<file path="src/rtl/id_decode_buf.sv">
// Decode stage buffer: classifies and extracts the immediate of each fetched instruction,
// then holds up to two decoded entries in a main/skid pair with a registered in_ready.
module id_decode_buf (
    input  logic        clk,
    input  logic        rst_n,
    input  logic        in_valid,
    output logic        in_ready,
    input  logic [31:0] in_inst,
    input  logic [31:0] in_pc,
    input  logic        flush,
    output logic        out_valid,
    input  logic        out_ready,
    output logic [31:0] out_inst,
    output logic [31:0] out_pc,
    output logic [31:0] out_imm,
    output logic [2:0]  out_type,
    output logic        out_illegal
);

    typedef struct packed {
        logic [31:0] inst;
        logic [31:0] pc;
        logic [31:0] imm;
        logic [2:0]  typ;
        logic        illegal;
    } entry_t;

    typedef enum logic [1:0] {StEmpty, StOne, StFull} state_e;

    state_e state_q, state_d;
    entry_t main_q, main_d;
    entry_t skid_q, skid_d;
    logic   in_ready_q, in_ready_d;

    logic [2:0]  dec_type;
    logic        dec_illegal;
    logic [31:0] dec_imm;
    entry_t      dec_entry;
    logic        accept;
    logic        consume;

    always_comb begin
        dec_type    = 3'b000;
        dec_illegal = 1'b0;
        case (in_inst[6:0])
            7'b0000011, 7'b0000111, 7'b1100111, 7'b1110011: dec_type = 3'b001;
            7'b0010011:                                     dec_type = 3'b110;
            7'b0110111, 7'b0010111:                         dec_type = 3'b010;
            7'b1100011:                                     dec_type = 3'b011;
            7'b0100011, 7'b0100111:                         dec_type = 3'b100;
            7'b1101111:                                     dec_type = 3'b101;
            default:                                        dec_illegal = 1'b1;
        endcase
    end

    always_comb begin
        dec_imm = 32'h0;
        case (dec_type)
            3'b001: dec_imm = {{20{in_inst[31]}}, in_inst[31:20]};
            3'b110: begin
                // Shift-immediate forms carry only a 5-bit shamt in the immediate
                if (in_inst[14:12] == 3'b001 || in_inst[14:12] == 3'b101) begin
                    dec_imm = {{27{in_inst[31]}}, in_inst[24:20]};
                end else begin
                    dec_imm = {{20{in_inst[31]}}, in_inst[31:20]};
                end
            end
            3'b010: dec_imm = {in_inst[31:12], 12'b0};
            3'b011: dec_imm = {{20{in_inst[31]}}, in_inst[7], in_inst[30:25],
                               in_inst[11:8], 1'b0};
            3'b100: dec_imm = {{20{in_inst[31]}}, in_inst[31:25], in_inst[11:7]};
            3'b101: dec_imm = {{12{in_inst[31]}}, in_inst[19:12], in_inst[20],
                               in_inst[30:21], 1'b0};
            default: dec_imm = 32'h0;
        endcase
    end

    assign dec_entry = '{inst: in_inst, pc: in_pc, imm: dec_imm, typ: dec_type,
                         illegal: dec_illegal};

    assign accept  = in_valid & in_ready_q;
    assign consume = out_valid & out_ready;

    always_comb begin
        state_d = state_q;
        main_d  = main_q;
        skid_d  = skid_q;
        if (flush) begin
            state_d = StEmpty;
        end else begin
            unique case (state_q)
                StEmpty: begin
                    if (accept) begin
                        main_d  = dec_entry;
                        state_d = StOne;
                    end
                end
                StOne: begin
                    if (accept && consume) begin
                        main_d = dec_entry;
                    end else if (accept) begin
                        skid_d  = dec_entry;
                        state_d = StFull;
                    end else if (consume) begin
                        state_d = StEmpty;
                    end
                end
                StFull: begin
                    if (consume) begin
                        main_d  = skid_q;
                        state_d = StOne;
                    end
                end
                default: state_d = StEmpty;
            endcase
        end
        // Registered ready: depends only on the next state, never on out_ready directly
        in_ready_d = (state_d != StFull);
    end

    always_ff @(posedge clk or negedge rst_n) begin
        if (!rst_n) begin
            state_q    <= StEmpty;
            main_q     <= '0;
            skid_q     <= '0;
            in_ready_q <= 1'b0;
        end else begin
            state_q    <= state_d;
            main_q     <= main_d;
            skid_q     <= skid_d;
            in_ready_q <= in_ready_d;
        end
    end

    assign in_ready    = in_ready_q;
    assign out_valid   = (state_q != StEmpty);
    assign out_inst    = main_q.inst;
    assign out_pc      = main_q.pc;
    assign out_imm     = main_q.imm;
    assign out_type    = main_q.typ;
    assign out_illegal = main_q.illegal;

endmodule

</file>
<file path="config.mk">
export PLATFORM = sky130hd
export DESIGN_NAME = id_decode_buf
export DESIGN_NICKNAME = d
export VERILOG_FILES = /design/src/rtl/id_decode_buf.sv
export SDC_FILE = /design/constraint.sdc
export NUM_CORES = 1
export LEC_CHECK = 0
export BUFFER_PORTS_ARGS = -buffer_cell sky130_fd_sc_hd__buf_2
export CORE_ASPECT_RATIO = 2
export CORE_UTILIZATION = 56
export DETAILED_ROUTE_END_ITERATION = 8
export PLACE_DENSITY = 0.91
export SYNTH_ARGS = -nofsm -noshare
export SYNTH_HDL_FRONTEND = slang
export SYNTH_SLANG_ARGS = --single-unit
</file>
<file path="constraint.sdc">
create_clock -name clk -period 2.2 [get_ports clk]
set_clock_uncertainty 0.1 [all_clocks]
set_input_delay 0.22 -clock clk [delete_from_list [all_inputs] [get_ports clk]]
set_output_delay 0.22 -clock clk [all_outputs]
set_load 0.05 [all_outputs]
</file>
Word-level counts from Yosys, hierarchy flattened
Cells that the tools add are included.
- equal/unequal tests: 25
- multiplexer cells: 15
- bitwise logic cells: 4
- reductions and logical operators: 11
- operator list (operator ; number):
    100-bit two-way mux ; 3
    100-bit case mux with 3 select lines ; 1
    32-bit case mux with 6 select lines ; 1
    7-bit equality test, second input constant ; 4
    7-bit by 6-bit equality test with 1-bit output, second input constant ; 3
    3-bit case mux with 6 select lines ; 1
    7-bit by 5-bit equality test with 1-bit output, second input constant ; 2
    3-bit equality test, second input constant ; 4
    2-bit two-way mux ; 6
    11-bit two-way mux ; 1
    11-bit OR reduction ; 1
    2-bit != test, second input constant ; 4
    7-bit by 2-bit equality test with 1-bit output, second input constant ; 1
    7-bit by 3-bit equality test with 1-bit output, second input constant ; 1
    3-bit by 1-bit equality test with 1-bit output, second input constant ; 2
    3-bit by 2-bit equality test with 1-bit output, second input constant ; 2
    2-bit case mux with 3 select lines ; 1
    5-bit AND reduction ; 1
    4-bit AND reduction ; 1
    2-bit OR reduction ; 2
    4-bit OR reduction ; 1
    3-bit nonzero test ; 1
    1-bit AND ; 2
    2-bit by 1-bit equality test with 1-bit output, second input constant ; 1
    other kinds (7) ; 8
- bits in registers: 203
- input bits: 69
- output and inout port bits: 102
- logic and storage cells: 67

Longest topological paths before layout
- word-level depth: 8
- mapped depth: 6
- depth with buffers taken out: 5

Worst setup path after synthesis
OpenSTA, ideal clock, no wires.
- path kind: register to register
- from: register in_ready_q, in the netlist in_ready
- to: register main_q, in the netlist out_type[2]
- setup time: 126 ps
- arrival time: 1785 ps
- required time: 1974 ps
- setup slack: 189 ps
- stages on the path, launching flop included: 6
- path buffers: 1
- period minus slack after synthesis: 2011 ps
- cells stage by stage: dfrtp_1 > nand3b_1 > o2bb2ai_1 > nand2_1 > clkbuf_1 > a221o_1
- longest elaborated chain between the ends: 4
- elaborated cells on any way between the ends: 5
- classes of those cells: 2 x eq/ne; 1 x bitwise; 2 x reduce/logical
- ends and longest elaborated chain (item ; RTL line ; text):
    start: declaration ; 33 ; logic in_ready_q, in_ready_d;
    start signal: assignment ; 131 ; in_ready_q <= in_ready_d;
    1-bit AND (*) ; 81 ; assign accept = in_valid & in_ready_q;
    1-bit logical AND ; 99 ; if (accept && consume) begin
    2-bit != test (no source line) ; n/a ;
    5-bit AND reduction (no source line) (*) ; n/a ;
    end signal: assignment ; 129 ; main_q <= main_d;
    end: declaration ; 31 ; entry_t main_q, main_d;
Mark *: on every way between the ends. The rest lies on a longest branch, timed or not.
A chain may end at the register's enable or synchronous reset.

Worst setup path after layout
- from: input port in_inst[5]
- to: register main_q, in the netlist out_imm[28]
- longest elaborated chain between the ends: 7
- elaborated cells on any way between the ends: 25
- classes of those cells: 17 x eq/ne; 5 x mux; 3 x reduce/logical
- ends and longest elaborated chain (item ; RTL line ; text):
    start: declaration ; 8 ; input logic [31:0] in_inst,
    7-bit by 2-bit equality test with 1-bit output (tied with other cells) ; 45 ; case (in_inst[6:0])
    4-bit OR reduction (tied with other cells) ; n/a ;
    3-bit case mux with 6 select lines (*) ; 45 ;
    3-bit equality test (tied with other cells) ; 58 ; case (dec_type)
    32-bit case mux with 6 select lines (*) ; 58 ;
    100-bit two-way mux, on equally long branches ; 99, 93 ;
    100-bit case mux with 3 select lines (*) ; 91 ; unique case (state_q)
Mark *: on every way between the ends. The rest lies on a longest branch, timed or not. The select of a mux whose other input is x is not followed.

==> flow_summary_export.csv <==
group,metric,value,unit
synth,synth.area.top_cells,"dfrtp_1 (55%), nand2_1 (9.0%), mux2i_1 (6.2%), o21ai_1 (4.9%), o21ai_0 (3.6%)",
clocking,cts_tree,"done",
timing,whs,19.79,ps
setup_path,crit_type,"in2reg",
setup_path,critPathLaunchType,"primary input",
global_route,grt_overflow,0,
die,core_area,16270,sq um
cells_and_area,multi_input_area,3902,sq um
synth,synth_edf_count,0,
detailed_routing,routed_wl,28070,microns
timing,rsz0062_at_grt,"false",
cells_and_area,seq_area,5080,sq um
timing,max_slew_margin,0.3784,
detailed_routing,drc_errors,0,
cells_and_area,n_fill_cell,1108,
placed_design,gp_congestion,0.9161,
timing,setup_viol,0,
detailed_routing,wl_per_cell,19.99,microns
synth,ys.warnings.count,0,
detailed_routing,vias,8676,
clocking,clockBufferDepth,3,
synth,syn_inst,981,
clocking,insertion_delay,500,ps
detailed_routing,drtIter0Drc,672,
placed_design,place_hpwl,17330,microns
synth,synth_commonest_cells,"nand2_1 (224), dfrtp_1 (203), o21ai_1 (91), o21ai_0 (67), mux2i_1 (58)",
synth,yosys.area.top_type_share,0.5466,
timing,slew_violations,0,
clocking,ctsResizeCount,0,
global_route,grt_pass1_vias,8793,
synth,ys_ff_latch,203,
synth,synth-simple-area-share,0.1738,
synth,yosysMostFrequentCell,"nand2_1",
synth,synth-compound-area-share,0.1749,
cells_and_area,area_growth,26.17,%
global_route,grt_start_max_net_pins,90,
setup_path,cp_data_required_time,2480,ps
clocking,cts_buffers,19,
clocking,path_clk_slew,60,ps
clocking,cts_sinks,203,
synth,muxShareOfSynthArea,0.06489,
job,cap_violations,0,
clocking,clockRootBuffer,"clkbuf_16",
die,die_h,184.2,microns
synth,synth_xor_area_frac,0.0009424,
setup_path,crit_fanout,22,
setup_path,crit_path_end_kind,"register",
detailed_routing,first_pass_iters,7,
clocking,cts_setup_buffers,0,
die,chipWidth,93.10,microns
clocking,hold_buffers,64,
pwr,p_per_area,965.4,nW/um^2
detailed_routing,vias_per_cell,6.179,
timing,finalCritPeriodShare,0.9780,
placed_design,preCtsSetupSlack,190.2,ps
synth,synth_fa_ha_area_frac,0,
setup_path,worstPathArrival,2430,ps
detailed_routing,ant_nets,0,
die,pin_count,171,
synth,synth_cell_types,61,
cells_and_area,drive_above_1_share,0.2083,
timing,setup_slack,48.33,ps
global_route,grt_pass1_wl,44300,microns
cells_and_area,diodes,0,
clocking,htree_levels,1,
synth,ys_seq_area_frac,0.5466,
synth,synth-main-ff-cell,"dfrtp_1",
die,start_util,0.5713,
synth,synthArstFlopShare,1.000,
placed_design,port_buffers,170,
timing,tightest_slew,932.4,ps
pwr,peakVddDrop,0.5955,mV
synth,syn_avg_cell_area,9.474,sq um
synth,synth_fp_nets,1050,
timing,fin_setup_tns,0,ps
synth,syn_area,9294,sq um
min_path,hp-class,"in2reg",
cells_and_area,fin_util,0.7208,
synth,yosysTopAreaCell,"dfrtp_1",
timing,max_freq,464.8,MHz
pwr,power.static_leakage,0.005393,uW
die,dieArea,17150,sq um
cells_and_area,fin_nets,1258,
timing,hold_viol_final,0,
global_route,grt_antenna_before_repair,0,
outcome,status,"finished clean",
die,rows,66,
global_route,track_usage,0.3292,
synth,synth_top_family_by_area,"compound AO/OA/AOI/OAI gates",
timing,period_needed,2152,ps
==> cell families (layout without fill, tap and decap cells) <==
kind of cell    Yosys count  after routing
buf+inv                  87            306
flops                   203            203
mux                      60             60
xor+xnor                  1              1
simple gates            355            355
compound gates          275            275
==> final timing paths <==
path / startpoint / endpoint / slack, ps / cells past startpoint
max: in_inst[5] / out_imm[28] / 50 / 7
min: in_inst[31] / skid_q[35] / 20 / 3
max reg2reg: state_q[0] / out_imm[28] / 200 / 5
min reg2reg: skid_q[66] / skid_q[66] / 370 / 2
max in group asynchronous: rst_n / skid_q[85] / 1180 / 3
min in group asynchronous: rst_n / out_pc[11] / 180 / 2
==> sequential cells by signal, indices dropped and copies added, names as in the netlist <==
name and cells:
out_imm 32, in_ready 1, skid_q 100, out_illegal 1, out_type 3, out_inst 32
out_pc 32, state_q 2
==> cells in the final DEF, fill, tap and decap left out, drive strengths merged, types with 12 or more instances in the layout <==
| master | count |
|---|---|
| buf | 201 |
| a21oi | 39 |
| mux2i | 58 |
| dlygate4sd3 | 64 |
| nor2 | 52 |
| o21ai | 158 |
| a311oi | 12 |
| nand2 | 224 |
| o211ai | 12 |
| dfrtp | 203 |
| clkbuf | 28 |
| a31oi | 19 |
| nand4 | 12 |
| nor4 | 18 |
==> worst max-delay path, stage by stage <==
cell and delay, ps:
dlygate4sd3_1 540, buf_2 310, nor2b_1 110, nor4_1 540
o311ai_2 140, buf_4 230, a311oi_1 320
==> metrics by stage <==
stage	power (uW)	instance area (sq um)	instances
after global placement	7720	10470	1308
after floorplan	6929	9294	981
final	11320	11730	1404
after global routing	11780	11730	1404
after detailed placement	7855	10470	1308
after CTS	11290	11730	1404
==> power by group <==
part / switching (uW) / internal [uW] / total, uW / leakage [uW]
registers: 442 / 4500 / 4940 / 0.00256
clock network: 1420 / 1940 / 3360 / 0.000302
logic: 2170 / 846 / 3020 / 0.00253
==> area by class of cell <==
type | instances | area share
multi-input combinational | 691 | 0.3328
sequential | 203 | 0.4332
timing repair buffer | 266 | 0.1570
tap | 204 | 0.02177
clock buffer | 27 | 0.04567
clock inverter | 5 | 0.007042
inverter | 8 | 0.002561
==> routing by layer <==
metal	up-vias	GRT usage	wire length, microns
met1	4187	0.3887	10040
li1	3859	-	-
met3	137	0.04167	1870
met4	0	0.2111	1861
met5	-	0	0
met2	493	0.5591	14300
(Power assumes the default switching activity.)
